--- config.mk ---
export PLATFORM = sky130hd
export DESIGN_NAME = mem_access_ctrl
export DESIGN_NICKNAME = d
export VERILOG_FILES = /design/src/rtl/mem_ctrl_pkg.sv /design/src/rtl/mem_wait_counter.sv /design/src/rtl/mem_access_ctrl.sv
export SDC_FILE = /design/constraint.sdc
export NUM_CORES = 1
export LEC_CHECK = 0
export BUFFER_PORTS_ARGS = -buffer_cell sky130_fd_sc_hd__clkbuf_2
export CORE_ASPECT_RATIO = 0.5
export CORE_MARGIN = 10
export CORE_UTILIZATION = 47
export DETAILED_ROUTE_END_ITERATION = 10
export GPL_TIMING_DRIVEN = 0
export PLACE_DENSITY = 0.8
export SYNTH_ARGS = -nofsm -noshare
export SYNTH_HDL_FRONTEND = slang
export SYNTH_HIERARCHICAL = 1
export SYNTH_SLANG_ARGS = --single-unit
--- constraint.sdc ---
create_clock -name clk -period 2.2 [get_ports clk]
set_clock_uncertainty 0.15 [all_clocks]
set_input_delay 0.66 -clock clk [delete_from_list [all_inputs] [get_ports clk]]
set_output_delay 0.66 -clock clk [all_outputs]
set_load 0.01 [all_outputs]
--- src/rtl/mem_ctrl_pkg.sv ---
// Shared types and defaults for the memory access controller.
// Contents:
//   state_e      - access sequencer states (IDLE, SETUP, ACCESS, HOLD)
//   op_e         - latched operation (OP_RD, OP_WR)
//   DEF_ADDR_W   - default address width (matches the address register output)
//   DEF_DATA_W   - default memory data word width
//   CNT_W        - width of the access wait counter
package mem_ctrl_pkg;

    localparam int unsigned DEF_ADDR_W = 15;
    localparam int unsigned DEF_DATA_W = 16;
    localparam int unsigned CNT_W      = 4;

    typedef enum logic [1:0] {
        IDLE   = 2'd0,
        SETUP  = 2'd1,
        ACCESS = 2'd2,
        HOLD   = 2'd3
    } state_e;

    typedef enum logic {
        OP_RD = 1'b0,
        OP_WR = 1'b1
    } op_e;

endpackage

--- src/rtl/mem_wait_counter.sv ---
// Loadable down-counter that times the strobe phase of a memory access.
// Ports:
//   clk      - system clock, rising edge
//   rst_n    - synchronous active-low reset (count -> 0)
//   load     - load load_val (has priority over dec)
//   dec      - decrement by one; saturates at zero
//   load_val - value loaded on load
//   zero     - high while the count is zero
module mem_wait_counter
    import mem_ctrl_pkg::*;
(
    input  logic             clk,
    input  logic             rst_n,
    input  logic             load,
    input  logic             dec,
    input  logic [CNT_W-1:0] load_val,
    output logic             zero
);

    logic [CNT_W-1:0] cnt_q;

    always_ff @(posedge clk) begin
        if (!rst_n) begin
            cnt_q <= '0;
        end else if (load) begin
            cnt_q <= load_val;
        end else if (dec && (cnt_q != '0)) begin
            cnt_q <= cnt_q - 1'b1;
        end
    end

    assign zero = (cnt_q == '0);

endmodule

--- src/rtl/mem_access_ctrl.sv ---
// Memory access controller: turns a CPU read/write request into a timed
// SETUP / ACCESS / HOLD strobe sequence on an asynchronous SRAM-style port,
// captures read data and reports completion with a one-cycle done pulse.
//
// Optional build macro MEM_ACCESS_CTRL_PARITY_EN adds write parity generation
// and read parity checking (ports mem_wpar, mem_rpar, par_err).
//
// Ports:
//   clk, rst_n          - clock (rising edge), synchronous active-low reset
//   addr, wdata         - request address / write data, latched in IDLE
//   re, we             - request levels, sampled only in IDLE (we wins)
//   busy               - high whenever not IDLE
//   done               - one-cycle completion pulse (during HOLD)
//   rdata              - last captured read word
//   mem_addr/mem_wdata - memory address / write data
//   mem_rdata          - memory read data
//   mem_ce/oe/wr       - chip enable, output enable, write strobe
//   mem_wpar, mem_rpar, par_err - parity option only
module mem_access_ctrl
    import mem_ctrl_pkg::*;
#(
    parameter int unsigned ADDR_W      = DEF_ADDR_W,
    parameter int unsigned DATA_W      = DEF_DATA_W,
    parameter int unsigned WAIT_CYCLES = 1
) (
    input  logic              clk,
    input  logic              rst_n,
    input  logic [ADDR_W-1:0] addr,
    input  logic [DATA_W-1:0] wdata,
    input  logic              re,
    input  logic              we,
    output logic              busy,
    output logic              done,
    output logic [DATA_W-1:0] rdata,
    output logic [ADDR_W-1:0] mem_addr,
    output logic [DATA_W-1:0] mem_wdata,
    input  logic [DATA_W-1:0] mem_rdata,
`ifdef MEM_ACCESS_CTRL_PARITY_EN
    output logic              mem_wpar,
    input  logic              mem_rpar,
    output logic              par_err,
`endif
    output logic              mem_ce,
    output logic              mem_oe,
    output logic              mem_wr
);

    localparam logic [CNT_W-1:0] WaitLoad = CNT_W'(WAIT_CYCLES);

    state_e state_q, state_d;
    op_e    op_q, op_d;

    logic              busy_q, done_q;
    logic              mem_ce_q, mem_oe_q, mem_wr_q;
    logic [ADDR_W-1:0] mem_addr_q;
    logic [DATA_W-1:0] mem_wdata_q;
    logic [DATA_W-1:0] rdata_q;

    logic cnt_load, cnt_dec, cnt_zero;
    logic start;
    logic last_access;

    assign start       = (state_q == IDLE) && (we || re);
    assign last_access = (state_q == ACCESS) && cnt_zero;
    assign cnt_load    = (state_q == SETUP);
    assign cnt_dec     = (state_q == ACCESS) && !cnt_zero;

    mem_wait_counter u_wait_counter (
        .clk      (clk),
        .rst_n    (rst_n),
        .load     (cnt_load),
        .dec      (cnt_dec),
        .load_val (WaitLoad),
        .zero     (cnt_zero)
    );

    always_comb begin
        state_d = state_q;
        op_d    = op_q;
        case (state_q)
            IDLE: begin
                if (start) begin
                    state_d = SETUP;
                    op_d    = we ? OP_WR : OP_RD;
                end
            end
            SETUP:   state_d = ACCESS;
            ACCESS:  if (cnt_zero) state_d = HOLD;
            HOLD:    state_d = IDLE;
            default: state_d = IDLE;
        endcase
    end

    // Outputs are registered from the next state so they line up with the
    // state they describe, without a combinational path to the pins.
    always_ff @(posedge clk) begin
        if (!rst_n) begin
            state_q     <= IDLE;
            op_q        <= OP_RD;
            busy_q      <= 1'b0;
            done_q      <= 1'b0;
            mem_ce_q    <= 1'b0;
            mem_oe_q    <= 1'b0;
            mem_wr_q    <= 1'b0;
            mem_addr_q  <= '0;
            mem_wdata_q <= '0;
            rdata_q     <= '0;
        end else begin
            state_q  <= state_d;
            op_q     <= op_d;
            busy_q   <= (state_d != IDLE);
            done_q   <= (state_d == HOLD);
            mem_ce_q <= (state_d != IDLE);
            mem_oe_q <= (state_d == ACCESS) && (op_d == OP_RD);
            mem_wr_q <= (state_d == ACCESS) && (op_d == OP_WR);
            if (start) begin
                mem_addr_q  <= addr;
                mem_wdata_q <= wdata;
            end
            if (last_access && (op_q == OP_RD)) begin
                rdata_q <= mem_rdata;
            end
        end
    end

`ifdef MEM_ACCESS_CTRL_PARITY_EN
    logic mem_wpar_q, par_err_q;

    always_ff @(posedge clk) begin
        if (!rst_n) begin
            mem_wpar_q <= 1'b0;
            par_err_q  <= 1'b0;
        end else begin
            // Latched with wdata, so this is the parity of the latched word.
            if (start) begin
                mem_wpar_q <= we ? (^wdata) : 1'b0;
            end
            if (last_access) begin
                par_err_q <= (op_q == OP_RD) ? ((^mem_rdata) ^ mem_rpar) : 1'b0;
            end
        end
    end

    assign mem_wpar = mem_wpar_q;
    assign par_err  = par_err_q;
`endif

    assign busy      = busy_q;
    assign done      = done_q;
    assign rdata     = rdata_q;
    assign mem_addr  = mem_addr_q;
    assign mem_wdata = mem_wdata_q;
    assign mem_ce    = mem_ce_q;
    assign mem_oe    = mem_oe_q;
    assign mem_wr    = mem_wr_q;

endmodule

==> results.tsv, run 1 <==
metric	value	unit
starting density of the core	48.7	%
NumNets Final	439	
cell count after synthesis	268	
port bufs	102	
crit start category	register	
GP Congestion	0.781	
Max-Cap Viols	0	
crit end category	register	
ANT nets after route	0	
initial antenna violation count	0	
layout cells sized above 1	38.7	%
critical path data arrival time	2070	ps
fin crit share	91.5	%
Setup crit start	u_wait_counter/cnt_q[0]	
final setup violation count	0	
row cnt	18	
Routed WL per cell	14.0	um
# placed instances	442	
CTS Sinks	58	
Final HPWL DP	5140	um
global route overflow	0	
Finished Layout Cells	458	
worst vdd ir	0.601	mV
Worst Slack Setup Final	186	ps
Max Fclk	497	MHz
Vias	2148	
sequential area share after synthesis	48.4	%
Post-synth EDFFs	0	
CORE AREA	4930	sq um
status	finished, final reports clean	
hold_sp	mem_addr[7]	
Inserted Diodes	0	
largest net degree at the start of global routing	12	
Die W	121	um
DRC viols	0	
Max Slew Vio Count	0	
CTS H-tree depth	3	
initial drt markers	100	
# IOs	103	
# fillers	422	
Cell Pwr Density	1270	nW/um^2
WL final	6420	um
CTS Buf Count	9	
Skew-Pair Late Insertion Delay	320	ps
min Tclk post-route	2010	ps
Multi-input gate area	1110	sq um
Die ar.	8540	sq um
Final Util	65.4	%
Synth cell types	38	
post-DR vias/cell	4.69	
top_reg_cell synth	dfxtp_1	
crit path kind	reg2reg	
synthesized cell area	2400	sq um
GRT Util Overall	15.1	%
placement-stage cell area	3010	sq um
number of global-route vias before repair	2251	
Final Hold Vio Count	0	
Finished Cell Area	3230	sq um
share of flip-flops with an asynchronous set or reset	0	%
CP Max Fanout	6	
Yosys reg bits	58	
RSZ-0062 raised after global routing	no	
Worst Hold Class	reg2reg	
first-pass iteration count of the detailed router	4	
R2R Path Start	u_wait_counter/cnt_q[0]	
Worst Hold Slack	306	ps
leakage	1.47	nW
die height	70.5	um
Layout Area Growth over Synthesis	34.4	%
CTS tree	done	
Ys Warns	6	
Root Buffer	clkbuf_8	
Worst-path clk slew	70	ps
CP Data Required Time	2260	ps
first-pass GRT wire length	10600	um
clk buf depth	2	
FF/Latch Area	1160	sq um
Synth Area per Inst	8.96	sq um
pre-CTS WS	-25.7	ps
## kinds of logic (layout without fill, tap and decap cells)
kind of cell | after synthesis | count (layout) | share of synthesized area [%]
AO/OA/AOI/OAI | 59 | 59 | 20.8
adder cells (fa/ha/maj) | 5 | 5 | 2.61
buffers and inverters | 25 | 143 | 6.36
flip-flops | 58 | 58 | 48.4
multiplexers | 1 | 1 | 0.417
other | 2 | 4 | 0.313
AND/OR/NAND/NOR | 118 | 118 | 21.2
## worst paths after layout
check / end / slack, ps / cells after the start
max: u_wait_counter/cnt_q[3] / 190 / 8
min: mem_addr[7] / 310 / 2
max reg2reg: u_wait_counter/cnt_q[3] / 190 / 8
min reg2reg: mem_addr[7] / 310 / 2
## layout make-up
type / count / area share (%)
Buffer: 15 / 3.53
Clock buffer: 10 / 4.26
Inverter: 10 / 1.20
Timing Repair Buffer: 102 / 15.8
Sequential cell: 58 / 36.0
Multi-Input combinational cell: 187 / 34.4
Clock inverter: 6 / 2.05
Tap cell: 70 / 2.71
## cells in the final DEF, fill, tap and decap left out, drive strengths merged
cell type and count:
nand4 1, a311oi 2, nand4b 1, a21oi 1, nor2b 3, nand3b 1, dfxtp 58, o21a 2
nand3 3, clkinv 3, bufinv 1, nor2 4, and2 2, a22oi 2, nand2 98, inv 9
o21ai 4, conb 4, or3b 1, mux2i 1, buf 10, clkinvlp 3, o2111ai 1, and3b 1
nor4b 1, ha 5, clkbuf 117, nor3 1, a21boi 47, nor3b 1
## routing by layer
metal	part of all wire [%]	routed length, um	GRT usage (%)
met5	0	0	0
met4	0.95	61	5.19
met3	7.0	450	6.18
met2	55	3560	29.1
met1	37	2350	14.3
## worst max-delay path: stages, from the launching register on
cell      delay (ps)
dfxtp_2          370
inv_1             70
ha_1             230
or3b_4           260
clkinv_2         110
nor2b_4          190
nor4b_4          220
mux2i_1          210
a21oi_1           80
## metrics by stage
stage                     TNS, ps  total power [mW]
final                           0              4.08
after global routing            0              4.39
after CTS                       0              4.10
after detailed placement    -25.7              3.11
after global placement          0              3.01
after floorplan                 0              2.58
## flip-flops by register name, summed over array words and instances, names as in the netlist
| name | count |
|---|---|
| u_wait_counter/cnt_q | 4 |
| mem_wr | 1 |
| mem_addr | 15 |
| rdata | 16 |
| mem_oe | 1 |
| state_q | 2 |
| op_q | 1 |
| mem_wdata | 16 |
| done | 1 |
| mem_ce | 1 |
## timing repair
item | 4_1_cts | 5_1_grt
endpoints found under the setup margin | 1 | 1
hold buffers | 0 | 0
resized for setup | 1 | 3
buffers inserted | 0 | 0
## Yosys cell counts, drive strengths merged, types with 2 or more instances
master | instances | area [sq um]
a21boi | 47 | 390
a22oi | 2 | 20.0
a311oi | 2 | 23.8
and2 | 2 | 12.5
buf | 10 | 95.1
clkbuf | 5 | 18.8
conb | 2 | 7.51
dfxtp | 58 | 1160
ha | 5 | 62.6
inv | 9 | 33.8
nand2 | 98 | 368
nand3 | 3 | 15.0
nor2 | 4 | 15.0
nor2b | 3 | 18.8
o21a | 2 | 16.3
o21ai | 4 | 35.0
## report_power, final
part | switching (mW) | internal (mW) | leakage (nW) | total (mW)
clock | 0.430 | 0.553 | 0.0945 | 0.983
sequential | 0.158 | 1.32 | 0.476 | 1.48
combinational | 0.933 | 0.686 | 0.898 | 1.62
Note: power is estimated with default switching activity, not from simulation.
==> run 2: changes to the inputs <==
--- a/config.mk
+++ b/config.mk
@@ -11,7 +11,7 @@
 export CORE_UTILIZATION = 47
 export DETAILED_ROUTE_END_ITERATION = 10
 export GPL_TIMING_DRIVEN = 0
-export PLACE_DENSITY = 0.8
+export PLACE_DENSITY_LB_ADDON = 0.2
 export SYNTH_ARGS = -nofsm -noshare
 export SYNTH_HDL_FRONTEND = slang
 export SYNTH_HIERARCHICAL = 1
==> run 2 against run 1 <==
Effect of this change:
- non-clock buffer count unchanged
- total power shrank 4.5%
- routed wire length decreased by 5.4%
- setup slack got worse by 62 ps
- die area stayed put
- critical path depth unchanged
- critical path type unchanged
- largest cell class unchanged
- largest power group unchanged
==> results.tsv, run 2 (synthesis gave the netlist of run 1 again) <==
metric	value	unit	change
# IOs	103		unchanged
worst-path cell chain	inv_1 -> ha_1 -> or3b_4 -> clkinv_2 -> nor2b_4 -> nor4b_4 -> mux2i_1 -> a21oi_1		
Int Power	2.43	mW	-5.3%
number of global-route vias before repair	2110		-6.3%
CTS Buf Count	9		unchanged
GRT Util Overall	13.9	%	-1.3 points
RSZ-0062 raised after global routing	no		
Layout Area Growth over Synthesis	32.5	%	
Seq pwr share	38.0	%	+1.7 points
Root Buffer	clkbuf_8		
CTS Hold Bufs	0		unchanged
Die ar.	8540	sq um	unchanged
initial antenna violation count	0		unchanged
final setup violation count	0		unchanged
Worst Hold Slack	303	ps	-2.87 ps
most frequent cells in the layout	clkbuf_2 (102), nand2_1 (98), dfxtp_1 (57)		
sw power	1.47	mW	-3.2%
Max Fclk	482	MHz	-3.0%
crit end category	register		
Slowest cell on crit path	dfxtp_1		
CTS H-tree depth	3		unchanged
CTS tree	done		
Max Slew Vio Count	0		unchanged
crit path kind	reg2reg		
first-pass iteration count of the detailed router	4		unchanged
CORE AREA	4930	sq um	unchanged
CP Max Fanout	6		unchanged
CTS Sinks	58		unchanged
CP Data Required Time	2260	ps	about the same
Skew-Pair Late Insertion Delay	330	ps	about the same
logic gate share of total power	41.2	%	+1.6 points
largest net degree at the start of global routing	12		unchanged
sw frac	37.8	%	+0.51 points
Die W	121	um	unchanged
first-pass GRT wire length	9600	um	-9.1%
CP max stage delay	400	ps	+30 ps
Cell Pwr Density	1230	nW/um^2	-3.1%
WL final	6070	um	-5.4%
Routed WL per cell	13.3	um	-4.9%
leakage	1.46	nW	-0.47%
Top Family by Delay on Critical Path	simple AND/OR/NAND/NOR gates		
post-DR vias/cell	4.70		+0.11%
die height	70.5	um	unchanged
Final Hold Vio Count	0		unchanged
min Tclk post-route	2080	ps	+61.7 ps
port bufs	102		unchanged
initial drt markers	72		-28%
setup TNS	0	ps	unchanged
NumNets Final	439		unchanged
Final HPWL DP	4720	um	-8.2%
Max-Cap Viols	0		unchanged
Inserted Diodes	0		unchanged
crit start category	register		
commonest non-fill, non-tap cell in the layout	clkbuf_2		
layout cells sized above 1	38.3	%	-0.32 points
Buffers & Inverters on Critical Path	2		unchanged
R2R cell count	8		unchanged
GP Congestion	0.773		-0.99%
critical path data arrival time	2140	ps	+70 ps
worst vdd ir	0.544	mV	-9.4%
starting density of the core	48.7	%	unchanged
Worst-path clk slew	60	ps	about the same
CP Depth	8		unchanged
ANT nets after route	0		unchanged
global route overflow	0		unchanged
status	finished, final reports clean		
setup bufs post-CTS	0		unchanged
fin crit share	94.4	%	+2.8 points
Clock Power Share	20.7	%	-3.4 points
Hold Path Depth	2		unchanged
row cnt	18		unchanged
Vias	2141		-0.33%
DRC viols	0		unchanged
Worst Hold Class	reg2reg		
clk buf depth	2		unchanged
-- run 2: changes by cell type in the layout (fill, tap and decap cells not counted), sizes merged --
cell | before | now
clkinvlp | 3 | 0
bufinv | 1 | 0
clkinv | 3 | 5
-- run 2: repair_timing --
item,in CTS,in global routing
endpoints found under the setup margin,1,1
endpoints found under the hold margin,0,0
resized for setup,1,3
-- run 2: cell type report --
| type | count | area (sq um) |
|---|---|---|
| inverters | 10 | 38.8 |
| well taps | 70 | 87.6 |
| clock buffers | 10 | 138 |
| repair buffers | 102 | 510 |
| flip-flops and latches | 58 | 1160 |
| plain buffers | 15 | 114 |
| clock inverters | 4 | 20.0 |
| fillers | 411 | 1750 |
| multi-input cells | 187 | 1110 |
-- run 2: worst min-delay path, stage by stage, from the launching register on --
cell	delay [ps]
dfxtp_1	310
nand2_1	50
a21boi_1	50
-- run 2: path summary, 6_finish.rpt --
| kind | start | end | slack, ps |
|---|---|---|---|
| worst min-delay path | mem_addr[2] | mem_addr[2] | 300 |
| worst min register to register | mem_addr[2] | mem_addr[2] | 300 |
| worst max-delay path | u_wait_counter/cnt_q[1] | u_wait_counter/cnt_q[3] | 120 |
| worst max register to register | u_wait_counter/cnt_q[1] | u_wait_counter/cnt_q[3] | 120 |
-- run 2: metal layers --
layer | track usage [%] | share of wire (%)
met5 | 0 | 0
met4 | 4.12 | 1.0
met3 | 8.79 | 10
met2 | 24.1 | 49
met1 | 13.4 | 40
-- run 2: metrics by stage --
stage	power, mW	std cells	utilization (%)	area, sq um	worst slack [ps]
finish	3.90	456	64.5	3180	124
global route	4.20	456	64.5	3180	23.5
CTS	3.91	456	64.2	3170	45.2
detailed placement	3.09	442	61.0	3010	-36.8
global placement	3.02	442	61.0	3010	19.5
floorplan	2.58	270	-	2410	180
-- run 2: power groups by stage --
stage          Clock, mW  Combinational [mW]  Sequential (mW)
5_1_grt            0.878                1.81             1.52
6_report           0.808                1.61             1.48
3_5_place_dp           0                1.60             1.49
2_1_floorplan          0               0.996             1.58
3_3_place_gp           0                1.55             1.48
4_1_cts            0.828                1.61             1.47
==> run 3: changes to the inputs <==
--- a/config.mk
+++ b/config.mk
@@ -12,6 +12,7 @@
 export DETAILED_ROUTE_END_ITERATION = 10
 export GPL_TIMING_DRIVEN = 0
 export PLACE_DENSITY_LB_ADDON = 0.2
+export RECOVER_POWER = 50
 export SYNTH_ARGS = -nofsm -noshare
 export SYNTH_HDL_FRONTEND = slang
 export SYNTH_HIERARCHICAL = 1
==> run 3 against run 2 <==
Effect of this change:
- utilization is 1.2 points lower
- sequential power hardly changed
- register-to-register slack hardly changed
- combinational power is 7% lower
- first-iteration DRC count is 8.3% higher
- sequential cell count stayed put
- routed wire length is 0.76% lower
- cell area is 1.9% lower
- via count is 1.1% lower
- non-clock buffer count stayed put
- critical path depth stayed put
- critical endpoint unchanged
- largest power group unchanged
- highest routed layer unchanged
==> results.tsv, run 3 (synthesis gave the netlist of run 1 again) <==
metric	value	unit	change
status	finished, final reports clean		
most frequent cells in the layout	nand2_1 (98), clkbuf_2 (80), dfxtp_1 (57)		
CTS Sinks	58		unchanged
post-DR vias/cell	4.64		-1.1%
Multi-input gate area	1100	sq um	-1.0%
Top Family by Delay on Critical Path	simple AND/OR/NAND/NOR gates		
starting density of the core	48.7	%	unchanged
Root Buffer	clkbuf_8		
CTS H-tree depth	3		unchanged
worst vdd ir	0.517	mV	-5.0%
CTS Buf Count	9		unchanged
largest net degree at the start of global routing	12		unchanged
Skew-Pair Late Insertion Delay	330	ps	about the same
Worst Hold Slack	309	ps	+6.60 ps
Layout Area Growth over Synthesis	30.0	%	
commonest non-fill, non-tap cell in the layout	nand2_1		
crit path kind	reg2reg		
Final HPWL DP	4720	um	unchanged
WL final	6030	um	-0.76%
layout cells sized above 1	31.6	%	-6.7 points
initial drt markers	78		+8.3%
Final Util	63.3	%	-1.2 points
ANT nets after route	0		unchanged
port bufs	102		unchanged
placement-stage cell area	3010	sq um	unchanged
final setup violation count	0		unchanged
Routed WL per cell	13.2	um	-0.76%
Cell Pwr Density	1210	nW/um^2	-1.2%
DRC viols	0		unchanged
CP Data Required Time	2260	ps	about the same
# fillers	428		+4.1%
sw frac	38.1	%	+0.30 points
FF/Latch Area	1160	sq um	unchanged
GRT Util Overall	13.9	%	unchanged
Buffers & Inverters on Critical Path	2		unchanged
Die W	121	um	unchanged
clk buf depth	2		unchanged
CTS tree	done		
crit end category	register		
Inserted Diodes	0		unchanged
Final Hold Vio Count	0		unchanged
crit start category	register		
Int Power	2.34	mW	-3.6%
Max Slew Vio Count	0		unchanged
RSZ-0062 raised after global routing	no		
worst-path cell chain	inv_1 -> ha_1 -> or3b_4 -> clkinv_2 -> nor2b_4 -> nor4b_4 -> mux2i_1 -> a21oi_1		
Max-Cap Viols	0		unchanged
Worst Slack Setup Final	133	ps	+8.49 ps
critical path data arrival time	2130	ps	about the same
sw power	1.44	mW	-2.4%
CP Max Fanout	6		unchanged
setup bufs post-CTS	0		unchanged
Finished Cell Area	3120	sq um	-1.9%
Max Fclk	484	MHz	+0.41%
slew margin rel.	55.8	%	
# IOs	103		unchanged
Die ar.	8540	sq um	unchanged
CP max stage delay	400	ps	about the same
CORE AREA	4930	sq um	unchanged
min Tclk post-route	2070	ps	-8.49 ps
CTS Hold Bufs	0		unchanged
Clock Power Share	21.3	%	+0.6 points
Worst Hold Class	reg2reg		
first-pass iteration count of the detailed router	4		unchanged
Slowest cell on crit path	dfxtp_1		
Seq pwr share	39.2	%	+1.2 points
initial antenna violation count	0		unchanged
Vias	2117		-1.1%
NumNets Final	439		unchanged
fin crit share	94.0	%	-0.39 points
worst-margin pin slew	656	ps	
logic gate share of total power	39.5	%	-1.7 points
pre-CTS WS	-36.8	ps	unchanged
row cnt	18		unchanged
die height	70.5	um	unchanged
setup TNS	0	ps	unchanged
cts repair resizes	1		unchanged
leakage	1.36	nW	-7.2%
first-pass GRT wire length	9600	um	unchanged
Worst-path clk slew	60	ps	about the same
number of global-route vias before repair	2110		unchanged
GP Congestion	0.773		unchanged
global route overflow	0		unchanged
run 3: changes by cell type in the layout (fill, tap and decap cells not counted), sizes merged:
| cell | before | now |
|---|---|---|
| buf | 10 | 7 |
| clkbuf | 117 | 120 |
run 3: metal layers:
metal	wire [um]	track usage, %	vias up
met3	619	8.79	7
met2	2930	24.1	64
met5	0	0	-
met1	2420	13.4	951
li1	-	-	1095
met4	61	4.12	0
run 3: stage by stage:
| stage | cells | total power, mW |
|---|---|---|
| after floorplan | 270 | 2.58 |
| after global placement | 442 | 3.02 |
| after detailed placement | 442 | 3.09 |
| after CTS | 456 | 3.91 |
| after global routing | 456 | 4.09 |
| final | 456 | 3.78 |
run 3: path summary, 6_finish.rpt:
kind                            cells past startpoint                     from                       to  slack [ps]
worst min-delay path                                2             mem_addr[14]             mem_addr[14]         310
worst max register to register                      8  u_wait_counter/cnt_q[1]  u_wait_counter/cnt_q[3]         130
worst max-delay path                                8  u_wait_counter/cnt_q[1]  u_wait_counter/cnt_q[3]         130
worst min register to register                      2             mem_addr[14]             mem_addr[14]         310
run 3: worst reg2reg max path, stage by stage (launching register included):
cell,delay [ps]
dfxtp_1,400
inv_1,60
ha_1,220
or3b_4,260
clkinv_2,130
nor2b_4,200
nor4b_4,230
mux2i_1,220
a21oi_1,80
run 3: area by class of cell:
cell class	count	area share, %
Tap cell	70	2.81
Clock inverter	4	0.642
Sequential cell	58	37.2
Timing Repair Buffer	102	15.5
Buffer	15	2.93
Inverter	10	1.24
Multi-Input combinational cell	187	35.2
Clock buffer	10	4.41
run 3: power groups by stage:
stage / clock [mW] / sequential [mW] / combinational, mW
6_report: 0.805 / 1.48 / 1.49
5_1_grt: 0.878 / 1.52 / 1.69
4_1_cts: 0.828 / 1.47 / 1.61
3_5_place_dp: 0 / 1.49 / 1.60
3_3_place_gp: 0 / 1.48 / 1.55
2_1_floorplan: 0 / 1.58 / 0.996
